<file path="src/rtl/pong_match_ctrl.sv">
// pong_match_ctrl: match sequencer for pong; serve delay, rally, point award and game over.
// Optional build macro WIN_BY_TWO_EN: a game needs a two-point lead, and deuce scores are pulled back.
module pong_match_ctrl #(
   parameter int WIN_SCORE   = 9,
   parameter int SERVE_DELAY = 50_000_000,
   parameter int CNT_W       = 26
) (
   input  logic       clk,
   input  logic       reset,
   input  logic       start,
   input  logic       score_checker1,
   input  logic       score_checker2,
   output logic       ball_enable,
   output logic       ball_reset,
   output logic       serve_dir,
   output logic [3:0] player1_score,
   output logic [3:0] player2_score,
   output logic       game_over,
   output logic       winner,
   output logic [2:0] state_code
);

   typedef enum logic [2:0] {
      ST_IDLE       = 3'd0,
      ST_SERVE_WAIT = 3'd1,
      ST_PLAY       = 3'd2,
      ST_POINT      = 3'd3,
      ST_GAME_OVER  = 3'd4
   } state_t;

   localparam logic [3:0]       WIN      = 4'(WIN_SCORE);
   localparam logic [CNT_W-1:0] CNT_LAST = CNT_W'(SERVE_DELAY - 1);

   state_t           state_reg, state_next;
   logic [CNT_W-1:0] cnt_reg, cnt_next;
   logic [3:0]       p1_reg, p1_next;
   logic [3:0]       p2_reg, p2_next;
   logic             serve_dir_reg, serve_dir_next;
   logic             winner_reg, winner_next;
   logic [2:0]       in_vec, in_q_reg, ev;
   logic             p1_wins, p2_wins, deuce;

   // bit 0 = start, bit 1 = player1 scored, bit 2 = player2 scored
   assign in_vec = {score_checker2, score_checker1, start};

   genvar gi;
   generate
      for (gi = 0; gi < 3; gi++) begin : g_edge
         assign ev[gi] = in_vec[gi] & ~in_q_reg[gi];
      end
   endgenerate

`ifdef WIN_BY_TWO_EN
   assign p1_wins = (p1_reg >= WIN) && ({1'b0, p1_reg} >= ({1'b0, p2_reg} + 5'd2));
   assign p2_wins = (p2_reg >= WIN) && ({1'b0, p2_reg} >= ({1'b0, p1_reg} + 5'd2));
   assign deuce   = (p1_reg == (WIN - 4'd1)) && (p2_reg == (WIN - 4'd1));
`else
   assign p1_wins = (p1_reg == WIN);
   assign p2_wins = (p2_reg == WIN);
   assign deuce   = 1'b0;
`endif

   always_ff @(posedge clk) begin
      if (reset) begin
         state_reg     <= ST_IDLE;
         cnt_reg       <= '0;
         p1_reg        <= '0;
         p2_reg        <= '0;
         serve_dir_reg <= 1'b0;
         winner_reg    <= 1'b0;
         in_q_reg      <= '0;
      end else begin
         state_reg     <= state_next;
         cnt_reg       <= cnt_next;
         p1_reg        <= p1_next;
         p2_reg        <= p2_next;
         serve_dir_reg <= serve_dir_next;
         winner_reg    <= winner_next;
         in_q_reg      <= in_vec;
      end
   end

   always_comb begin
      state_next     = state_reg;
      cnt_next       = cnt_reg;
      p1_next        = p1_reg;
      p2_next        = p2_reg;
      serve_dir_next = serve_dir_reg;
      winner_next    = winner_reg;
      case (state_reg)
         ST_IDLE: begin
            if (ev[0]) begin
               state_next     = ST_SERVE_WAIT;
               cnt_next       = '0;
               p1_next        = '0;
               p2_next        = '0;
               serve_dir_next = 1'b0;
            end
         end
         ST_SERVE_WAIT: begin
            if (cnt_reg == CNT_LAST) begin
               cnt_next   = '0;
               state_next = ST_PLAY;
            end else begin
               cnt_next = cnt_reg + CNT_W'(1);
            end
         end
         ST_PLAY: begin
            // the next serve goes toward whoever conceded the point
            case (ev[2:1])
               2'b01: begin
                  if (p1_reg < WIN) p1_next = p1_reg + 4'd1;
                  serve_dir_next = 1'b1;
                  state_next     = ST_POINT;
               end
               2'b10: begin
                  if (p2_reg < WIN) p2_next = p2_reg + 4'd1;
                  serve_dir_next = 1'b0;
                  state_next     = ST_POINT;
               end
               2'b11: begin
                  cnt_next   = '0;
                  state_next = ST_SERVE_WAIT;
               end
               default: ;
            endcase
         end
         ST_POINT: begin
            cnt_next = '0;
            if (p1_wins || p2_wins) begin
               winner_next = p2_wins;
               state_next  = ST_GAME_OVER;
            end else begin
               if (deuce) begin
                  p1_next = WIN - 4'd2;
                  p2_next = WIN - 4'd2;
               end
               state_next = ST_SERVE_WAIT;
            end
         end
         ST_GAME_OVER: begin
            if (ev[0]) begin
               state_next     = ST_SERVE_WAIT;
               cnt_next       = '0;
               p1_next        = '0;
               p2_next        = '0;
               serve_dir_next = ~winner_reg;
            end
         end
         default: state_next = ST_IDLE;
      endcase
   end

   assign ball_enable   = (state_reg == ST_PLAY);
   assign ball_reset    = (state_reg == ST_SERVE_WAIT);
   assign game_over     = (state_reg == ST_GAME_OVER);
   assign state_code    = state_reg;
   assign player1_score = p1_reg;
   assign player2_score = p2_reg;
   assign serve_dir     = serve_dir_reg;
   assign winner        = winner_reg;

endmodule

</file>
<file path="config.mk">
export PLATFORM = sky130hd
export DESIGN_NAME = pong_match_ctrl
export DESIGN_NICKNAME = d
export VERILOG_FILES = /design/src/rtl/pong_match_ctrl.sv
export SDC_FILE = /design/constraint.sdc
export NUM_CORES = 1
export LEC_CHECK = 0
export BUFFER_PORTS_ARGS = -buffer_cell sky130_fd_sc_hd__buf_2
export CAP_MARGIN = 30
export CORE_MARGIN = 3
export CORE_UTILIZATION = 64
export CTS_CLUSTER_DIAMETER = 40
export DETAILED_ROUTE_END_ITERATION = 8
export HOLD_SLACK_MARGIN = 0.15
export PLACE_DENSITY = 0.85
export SETUP_SLACK_MARGIN = 0.1
export SLEW_MARGIN = 20
export SYNTH_ARGS = -nofsm -noshare
export SYNTH_HDL_FRONTEND = slang
export SYNTH_SLANG_ARGS = --single-unit
</file>
<file path="constraint.sdc">
create_clock -name clk -period 3.6 [get_ports clk]
set_input_delay 0.18 -clock clk [delete_from_list [all_inputs] [get_ports clk]]
set_output_delay 0.18 -clock clk [all_outputs]
set_load 0.02 [all_outputs]
</file>
==> results.txt, run 1 <==
Status: finished, final reports clean
Pins Over Slew Limit: 0
Layout cells sized above 1: 12.1%
Peak supply drop: 0.269 mV
Max FO, Critical Path: 14
Via count: 2,275
DR WL met3: 326 um
Hold path start: reset
Vias/cell: 6.30
CTS H-Tree Depth: 2
Synth warn: 0
Die height: 67.7 um
Antenna violations before repair: 0
I/O pin count: 21
Data arrival, critical path: 2.57 ns
Largest net degree at the start of global routing: 29
Clk_lat worst skew: 0.30 ns
Iteration-0 DRC count of the detailed router: 199
Yosys cell types: 53
Wl on met1: 2570 um
Initial core utilization: 69.8%
Total Nets Final: 330
Antenna Cells: 0
Final Hold Viols: 0
Syn Area/Cell: 8.21 um2
Final ANT Viol Nets: 0
Root Driver: clkbuf_8
Crit path launch type: flop
Post-Syn Area: 0.00244 mm2
Leak: 0.975 nW
R2r worst-path depth: 5
Fin util: 75.6%
Seq/Total Area, Yosys: 34.5%
Worst Path Class, Setup: flop to flop
Hold EP: cnt_reg[0]
Synth Area in Adders: 5.64%
Post-synthesis mux area share: 2.05%
Rows: 21
Largest register FFs: 26
Die area: 0.00459 mm2
Commonest non-fill, non-tap cell in the layout: dfxtp_1
Most frequent cells in the layout: dfxtp_1 (42), nand3_1 (27), a21oi_1 (26), nor2_1 (24), nand2_1 (22)
Post-Route WL: 5650 um
Final worst slack: 1.26 ns
Setup TNS: 0 ns
Port Buffer Count: 20
Tot GR Track Use: 27.3%
Met2 WL post-DR: 2660 um
Post-CTS Setup Bufs: 0
Mapped Nets: 313
TritonCTS Buffers: 5
Reg2Reg Launch Point: state_code[0]
Worst path required time: 3.83 ns
Setup violators final: 0
Area Growth Syn to Fin: 8.31%
CTS Buffer Depth: 2
Worst slew pin tran: 0.754 ns
Hold Crit Class: primary input to flop
Fmax: 428 MHz
Die W: 67.7 um
Critical Path End Type: flop
RSZ-0062 raised after global routing: false
Wire per inst: 15.6 um
Core footprint: 0.00349 mm2
Synthesized instance count: 297
Synth Area in Compound Gates: 17.8%
Power Density: 341 mW/mm2
Largest family of logic cells by synthesized area: simple AND/OR/NAND/NOR gates
CTS tree: yes
First-pass iteration count of the detailed router: 4
# DRC: 0
Final Skew: 0.00533 ns
Simple-gate share of the synthesized area: 32.8%
Synth Register Bits: 42
Max Used Layer: met4
Crit path time final: 2.34 ns
Final period util: 64.9%
Routability congestion estimate: 0.865
XOR/XNOR Fraction of Synth Area: 1.44%
Hpwl dp: 3960 um
RR Endpoint: cnt_reg[23]
Max Cap Viol: 0
Clk sinks: 42
CTS clock-pin slew for the worst setup and hold paths: 0.08 ns
First-pass GRT wire length: 9600 um
Congestion Overflow GR: 0
Relative slew slack: 49.7%
Pre-CTS setup slack: 1.35 ns
R2r setup slk: 1.26 ns
Min-Delay Path Depth: 2
Vias in the first global route: 2,130
==> stage by stage <==
stage          hold WS, ns  cells  instance area (um2)  total power, mW
3_5_place_dp         0.415    350                 2520            0.590
2_1_floorplan        0.308    297                 2440            0.568
6_report             0.340    361                 2640            0.901
3_3_place_gp         0.402    349                 2510            0.587
4_1_cts              0.332    361                 2640            0.903
5_1_grt              0.359    361                 2640            0.941
==> area by class of cell <==
| cell class | instances | area, um2 |
|---|---|---|
| flip-flops and latches | 42 | 841 |
| multi-input cells | 225 | 1460 |
| well taps | 46 | 57.6 |
| repair buffers | 24 | 135 |
| fillers | 273 | 853 |
| clock inverters | 1 | 5.00 |
| clock buffers | 7 | 86.3 |
| inverters | 16 | 60.1 |
==> power by group <==
group / switching, mW / internal (mW)
clock: 0.162 / 0.155
sequential: 0.00936 / 0.472
combinational: 0.0702 / 0.0331
total: 0.241 / 0.660
==> worst max path at each step <==
stage / start / to / slack, ns / depth (start not counted)
floorplan: state_code[1] / player2_score[2] / 1.56 / 6
global placement: state_code[1] / cnt_reg[25] / 1.39 / 4
detailed placement: state_code[0] / cnt_reg[20] / 1.35 / 5
CTS: state_code[0] / cnt_reg[20] / 1.32 / 5
global route: state_code[0] / cnt_reg[19] / 1.06 / 5
finish: state_code[0] / cnt_reg[23] / 1.26 / 5
==> critical path, stage by stage (launching register included) <==
cell and delay [ns]:
dfxtp_1 0.56, inv_1 0.14, or3_1 0.51, a211oi_2 0.66
a41oi_1 0.21, a31oi_1 0.18
==> layer usage <==
layer  GRT usage (%)  vias up
li1                -     1117
met1            35.9     1066
met2            42.3       79
met3            6.66       13
met4            11.9        0
met5               0        -
==> cells by family (layout without fill, tap and decap cells) <==
family	Yosys count	count (layout)
and+or+nand+nor	137	137
xor gates and xnor gates	4	4
DFF	42	42
AOI/OAI and AO/OA	68	68
buffers and inverters	30	48
adders and majority gates	11	11
muxes	5	5
==> synth_stat cells, drive strengths merged <==
cell type / number / area share (%)
a22oi: 1 / 0.31
nand2b: 10 / 2.6
ha: 11 / 5.6
o211ai: 1 / 0.31
o2bb2ai: 1 / 0.36
inv: 16 / 2.5
nand3: 29 / 6.7
nor4: 3 / 2.3
nor3: 6 / 1.2
and2: 2 / 0.51
a21bo: 1 / 0.41
a311oi: 3 / 1.1
nor2: 24 / 3.7
nor2b: 5 / 1.3
or4b: 1 / 0.41
xnor2: 2 / 0.72
nor4b: 2 / 0.72
and4: 6 / 2.3
nand4: 4 / 1.0
a41oi: 5 / 1.8
a32oi: 1 / 0.36
or3: 7 / 1.8
or3b: 3 / 1.1
a211oi: 4 / 1.4
buf: 7 / 2.1
a31oi: 12 / 3.1
and4b: 1 / 0.41
or2: 1 / 0.26
dlygate4sd1: 1 / 0.36
nand3b: 4 / 1.2
and3b: 1 / 0.36
o2111ai: 1 / 0.36
o21a: 1 / 0.31
o21ai: 9 / 1.8
and3: 4 / 1.0
mux2i: 5 / 2.1
dfxtp: 42 / 34
nand2: 22 / 3.4
o21ba: 1 / 0.41
a21oi: 27 / 5.7
clkbuf: 6 / 0.92
nor3b: 2 / 0.62
xor2: 2 / 0.72
==> repair_timing <==
action                                 in CTS  in global routing
hold buffers                                3                  0
endpoints found under the hold margin       3                  0
resized for setup                           0                  0
No activity file was read; power rests on OpenSTA's default activity.
==> run 2, diff against run 1 <==
CORE_UTILIZATION = 53   (was 64)
PLACE_DENSITY = 0.75   (was 0.85)
clock period = 1.9 ns   (was 3.6 ns; I/O delays follow)
==> run 2 against run 1 <==
Hold slack improved by 0.14 ns. Die area is 19% higher. Power grew 96%. Cell count is 8.0% higher. Non-clock buffer count is 23 higher. Via count grew 4.2%. Clock skew is 0.0077 ns higher. Critical endpoint unchanged. Largest power group unchanged.
==> results.txt, run 2 (synthesis results as in run 1) <==
TritonCTS Buffers: 5 (unchanged)
First-pass iteration count of the detailed router: 4 (unchanged)
Antenna Cells: 0 (unchanged)
Hpwl dp: 4060 um (+2.6%)
Vias in the first global route: 2,068 (-2.9%)
# DRC: 0 (unchanged)
Non-filler cells, final: 390 (+8.0%)
Crit. path cell count: 6 (+1)
Routability congestion estimate: 0.839 (-3.0%)
Critical path buffers and inverters: 1 (unchanged)
Leak: 1.11 nW (+14%)
Inst Count DP: 373 (+6.6%)
Via count: 2,370 (+4.2%)
R2r setup slk: 0.19 ns (-1.07 ns)
Largest register FFs: 26 (unchanged)
Vias/cell: 6.08 (-3.6%)
First-pass GRT wire length: 9560 um (-0.43%)
Hold Crit Class: flop to flop
Crit path launch type: flop
Hold path start: cnt_reg[25]
Cell Area, Placed: 0.00266 mm2 (+5.7%)
R2r worst-path depth: 6 (+1)
Die height: 73.8 um (+9.0%)
Hold WS: 0.481 ns (+0.141 ns)
Fmax: 586 MHz (+37%)
Max Used Layer: met4
Wl on met1: 2620 um (+1.9%)
CP delay by family, top: simple AND/OR/NAND/NOR gates
Tot GR Track Use: 22.3% (-5.0 points)
Critical path capture point: cnt_reg[23]
Core footprint: 0.00438 mm2 (+25%)
FF/Latch Area: 853 um2 (+1.5%)
Relative slew slack: 55.8% (+6.2 points)
Final ANT Viol Nets: 0 (unchanged)
Final Skew: 0.0130 ns (+0.00769 ns)
CTS tree: yes
CP startpoint: cnt_reg[5]
Setup TNS: 0 ns (unchanged)
Die area: 0.00545 mm2 (+19%)
Clk_lat worst skew: 0.30 ns (about the same)
Die W: 73.8 um (+9.0%)
Pins Over Slew Limit: 0 (unchanged)
Area Growth Syn to Fin: 19.3%
Max incr delay on CP: 0.43 ns (-0.23 ns)
Layout cells sized above 1: 23.7% (+12 points)
DR WL met3: 319 um (-2.1%)
CP max-delay cell: dfxtp_1
Worst Path Class, Setup: flop to flop
Most frequent cells in the layout: dfxtp_1 (32), nand3_1 (26), a21oi_1 (25), nand2_1 (22), nor2_1 (22)
Status: finished, final reports clean
Rows: 24 (+14%)
Iteration-0 DRC count of the detailed router: 225 (+13%)
Critical Path End Type: flop
Fill cells: 370 (+36%)
Design Power: 1.77 mW (+96%)
Clk sinks: 42 (unchanged)
Final worst slack: 0.194 ns (-1.07 ns)
Setup violators final: 0 (unchanged)
Final period util: 89.8% (+25 points)
Met2 WL post-DR: 2850 um (+7.5%)
Crit-path cells: nand2_1 > nor4_4 > buf_6 > and4_1 > a41oi_1 > a31oi_1
Commonest non-fill, non-tap cell in the layout: dfxtp_1
CTS clock-pin slew for the worst setup and hold paths: 0.08 ns (about the same)
Worst slew pin tran: 0.644 ns (-0.110 ns)
I/O pin count: 21 (unchanged)
Wire per inst: 15.2 um (-3.1%)
Final instance area: 0.00291 mm2 (+10%)
Peak supply drop: 0.500 mV (+85%)
Crit path time final: 1.71 ns (-0.631 ns)
Largest net degree at the start of global routing: 20 (-31%)
Max FO, Critical Path: 6 (-8)
Reg2Reg Launch Point: cnt_reg[5]
Max Cap Viol: 0 (unchanged)
Root Driver: clkbuf_8
Total Nets Final: 353 (+7.0%)
Power Density: 608 mW/mm2 (+78%)
RR Endpoint: cnt_reg[23]
CTS Buffer Depth: 2 (unchanged)
Port Buffer Count: 20 (unchanged)
RSZ-0062 raised after global routing: false
Post-Route WL: 5910 um (+4.7%)
Area used by multi-input combinational logic: 0.00151 mm2 (+3.4%)
CTS H-Tree Depth: 2 (unchanged)
Fin util: 66.4% (-9.2 points)
Pre-CTS setup slack: -0.00574 ns (-1.36 ns)
Antenna violations before repair: 0 (unchanged)
Worst path required time: 2.14 ns (-1.69 ns)
Initial core utilization: 55.6% (-14 points)
Final Hold Viols: 0 (unchanged)
Congestion Overflow GR: 0 (unchanged)
Data arrival, critical path: 1.94 ns (-0.63 ns)
run 2: cell count changes in the layout (fill, tap and decap cells not counted), sizes merged:
| cell | delta |
|---|---|
| clkinvlp | +1 |
| dlygate4sd3 | +1 |
| buf | +22 |
| clkbuf | -1 |
run 2: timing repair:
action / in CTS / in global routing
hold endpoints to repair: 8 / 0
hold buffers: 4 / 0
setup endpoints to repair: 10 / 22
pin swaps: 1 / 2
gates resized for setup: 3 / 20
cloned: 0 / 1
setup buffers: 1 / 3
run 2: area by class of cell:
class | instances | share of cell area [%]
Timing Repair Buffer | 47 | 11.4
Clock buffer | 6 | 2.84
Multi-Input combinational cell | 225 | 51.7
Tap cell | 52 | 2.24
Clock inverter | 2 | 0.430
Sequential cell | 42 | 29.3
Inverter | 16 | 2.06
run 2: power breakdown:
part	internal [mW]	switching, mW	total [mW]
clock	0.292	0.326	0.618
sequential	0.894	0.0112	0.905
combinational	0.0958	0.150	0.246
total	1.28	0.487	1.77
run 2: metal layers:
layer | vias up | global-route usage [%]
li1 | 1160 | -
met1 | 1126 | 29.9
met2 | 72 | 35.7
met3 | 12 | 4.38
met4 | 0 | 7.44
met5 | - | 0
run 2: how the worst min path moves through the flow:
stage,slack [ns],depth (start not counted),end
4_1_cts,0.49,2,cnt_reg[22]
6_report,0.48,1,cnt_reg[25]
3_5_place_dp,0.33,2,in_q_reg[2]
3_3_place_gp,0.31,2,in_q_reg[1]
2_1_floorplan,0.22,1,in_q_reg[0]
5_1_grt,0.50,1,cnt_reg[25]
==> run 3, diff against run 2 <==
CORE_MARGIN = 4   (was 3)
==> run 3 against run 2 <==
Sequential power barely moved. Cell count up 2.3%. Utilization increased by 2.6 points. Design area up 4.6%. Clock skew fell by 0.0050 ns. Fmax decreased by 6.8%. Non-clock buffer count grew 8. Die area rose by 5.5%. Clock power shrank 0.8%. Hold slack got worse by 0.18 ns. Clock-buffer cell count unchanged.
==> results.txt, run 3 (synthesis results as in run 1) <==
Routability congestion estimate: 0.856 (+1.9%)
Largest register FFs: 26 (unchanged)
Setup violators final: 0 (unchanged)
Leak: 1.17 nW (+5.5%)
Max FO, Critical Path: 8 (+2)
Final Skew: 0.00800 ns (-0.00502 ns)
Core footprint: 0.00441 mm2 (+0.68%)
CTS H-Tree Depth: 2 (unchanged)
Fin util: 68.9% (+2.6 points)
Die area: 0.00575 mm2 (+5.5%)
Final worst slack: 0.0694 ns (-0.125 ns)
Area Growth Syn to Fin: 24.7%
Non-filler cells, final: 399 (+2.3%)
FF/Latch Area: 857 um2 (+0.44%)
Initial core utilization: 55.2% (-0.38 points)
Port Buffer Count: 20 (unchanged)
Power Density: 580 mW/mm2 (-4.6%)
Crit-path cells: buf_4 > nand4_1 > nor4_4 > buf_4 > and4_1 > a41oi_2 > a31oi_1
Rows: 24 (unchanged)
Pins Over Slew Limit: 0 (unchanged)
I/O pin count: 21 (unchanged)
Crit path launch type: flop
Antenna violations before repair: 0 (unchanged)
Congestion Overflow GR: 0 (unchanged)
Critical Path End Type: flop
Hpwl dp: 4180 um (+3.0%)
Pre-CTS setup slack: 0.0255 ns (+0.0312 ns)
Root Driver: clkbuf_8
Worst slew pin tran: 0.621 ns (-0.0231 ns)
First-pass GRT wire length: 9650 um (+0.94%)
CP max-delay cell: dfxtp_2
First-pass iteration count of the detailed router: 4 (unchanged)
Iteration-0 DRC count of the detailed router: 324 (+44%)
Antenna Cells: 0 (unchanged)
Worst path required time: 2.12 ns (-0.02 ns)
Status: finished, final reports clean
CP delay by family, top: simple AND/OR/NAND/NOR gates
CTS clock-pin slew for the worst setup and hold paths: 0.09 ns (about the same)
Clk sinks: 42 (unchanged)
Area used by multi-input combinational logic: 0.00157 mm2 (+4.2%)
Crit-path most repeated cell: buf_4
Die W: 75.8 um (+2.7%)
Wire per inst: 16.4 um (+8.2%)
Most frequent cells in the layout: dfxtp_1 (31), buf_4 (28), nand3_1 (26), a21oi_1 (25), nor2_1 (23)
CTS tree: yes
Final period util: 96.3% (+6.6 points)
Crit path time final: 1.83 ns (+0.125 ns)
Vias in the first global route: 2,104 (+1.7%)
Inst Count DP: 376 (+0.80%)
Hold Crit Class: primary input to flop
RSZ-0062 raised after global routing: true
Fill cells: 342 (-7.6%)
Final ANT Viol Nets: 0 (unchanged)
Tot GR Track Use: 21.6% (-0.69 points)
Layout cells sized above 1: 27.1% (+3.4 points)
Peak supply drop: 0.362 mV (-27%)
Commonest non-fill, non-tap cell in the layout: dfxtp_1
Post-Route WL: 6540 um (+11%)
Total Nets Final: 362 (+2.5%)
Largest net degree at the start of global routing: 27 (+35%)
Fmax: 546 MHz (-6.8%)
Die height: 75.8 um (+2.7%)
TritonCTS Buffers: 5 (unchanged)
# DRC: 0 (unchanged)
Worst Path Class, Setup: flop to flop
Clk_lat worst skew: 0.29 ns (about the same)
Via count: 2,419 (+2.1%)
Max Cap Viol: 0 (unchanged)
Final Hold Viols: 0 (unchanged)
CTS Buffer Depth: 2 (unchanged)
Data arrival, critical path: 2.05 ns (+0.11 ns)
Max incr delay on CP: 0.36 ns (-0.07 ns)
Critical path buffers and inverters: 2 (+1)
Hold WS: 0.301 ns (-0.180 ns)
Relative slew slack: 57.4% (+1.6 points)
Vias/cell: 6.06 (-0.23%)
Design Power: 1.76 mW (-0.26%)
==> run 3: changes by cell type in the layout (fill, tap and decap cells not counted), sizes merged <==
cell	before	now
a21oi	27	28
buf	43	52
dlygate4sd3	4	3
==> run 3: worst paths after layout <==
path,start,end,slack [ns],cells past startpoint
worst max-delay path,cnt_reg[0],cnt_reg[23],0.07,7
worst min-delay path,reset,cnt_reg[17],0.30,4
worst max register to register,cnt_reg[0],cnt_reg[23],0.07,7
worst min register to register,cnt_reg[22],cnt_reg[22],0.48,2
==> run 3: what timing repair did <==
action                                  CTS  global route
setup buffers                             0            10
endpoints found under the setup margin    9            31
hold buffers                              3             0
gates cloned                              0             2
endpoints found under the hold margin     3             0
pin swaps                                 1             8
gates resized for setup                   5            25
==> run 3: layout make-up <==
cell class                 instances  share of cell area (%)
sequential                        42                    28.2
multi-input combinational        226                    51.5
timing repair buffer              55                    13.0
tap                               52                    2.14
clock buffer                       6                    2.71
inverter                          16                    1.97
clock inverter                     2                   0.411
==> run 3: stage by stage <==
| stage | area, um2 | TNS [ns] |
|---|---|---|
| floorplan | 2440 | 0 |
| global placement | 2690 | 0 |
| detailed placement | 2690 | 0 |
| CTS | 2830 | 0 |
| global route | 3040 | -0.0651 |
| finish | 3040 | 0 |
==> run 3: layer usage <==
metal,up-vias,global-route usage [%],wire length [um]
met5,-,0,0
met4,0,6.21,125
met3,14,4.35,397
met2,88,37.4,3370
met1,1133,27.1,2650
li1,1184,-,-
==> run 3: worst register-to-register path: stages (launching register included) <==
cell and delay (ns):
dfxtp_2 0.36, buf_4 0.13, nand4_1 0.23, nor4_4 0.27, buf_4 0.23, and4_1 0.27, a41oi_2 0.13, a31oi_1 0.15
==> run 3: power by group <==
part,switching [mW],total [mW],internal (mW)
registers,0.0121,0.905,0.893
clock network,0.320,0.613,0.293
logic,0.153,0.247,0.0939
total,0.485,1.76,1.28
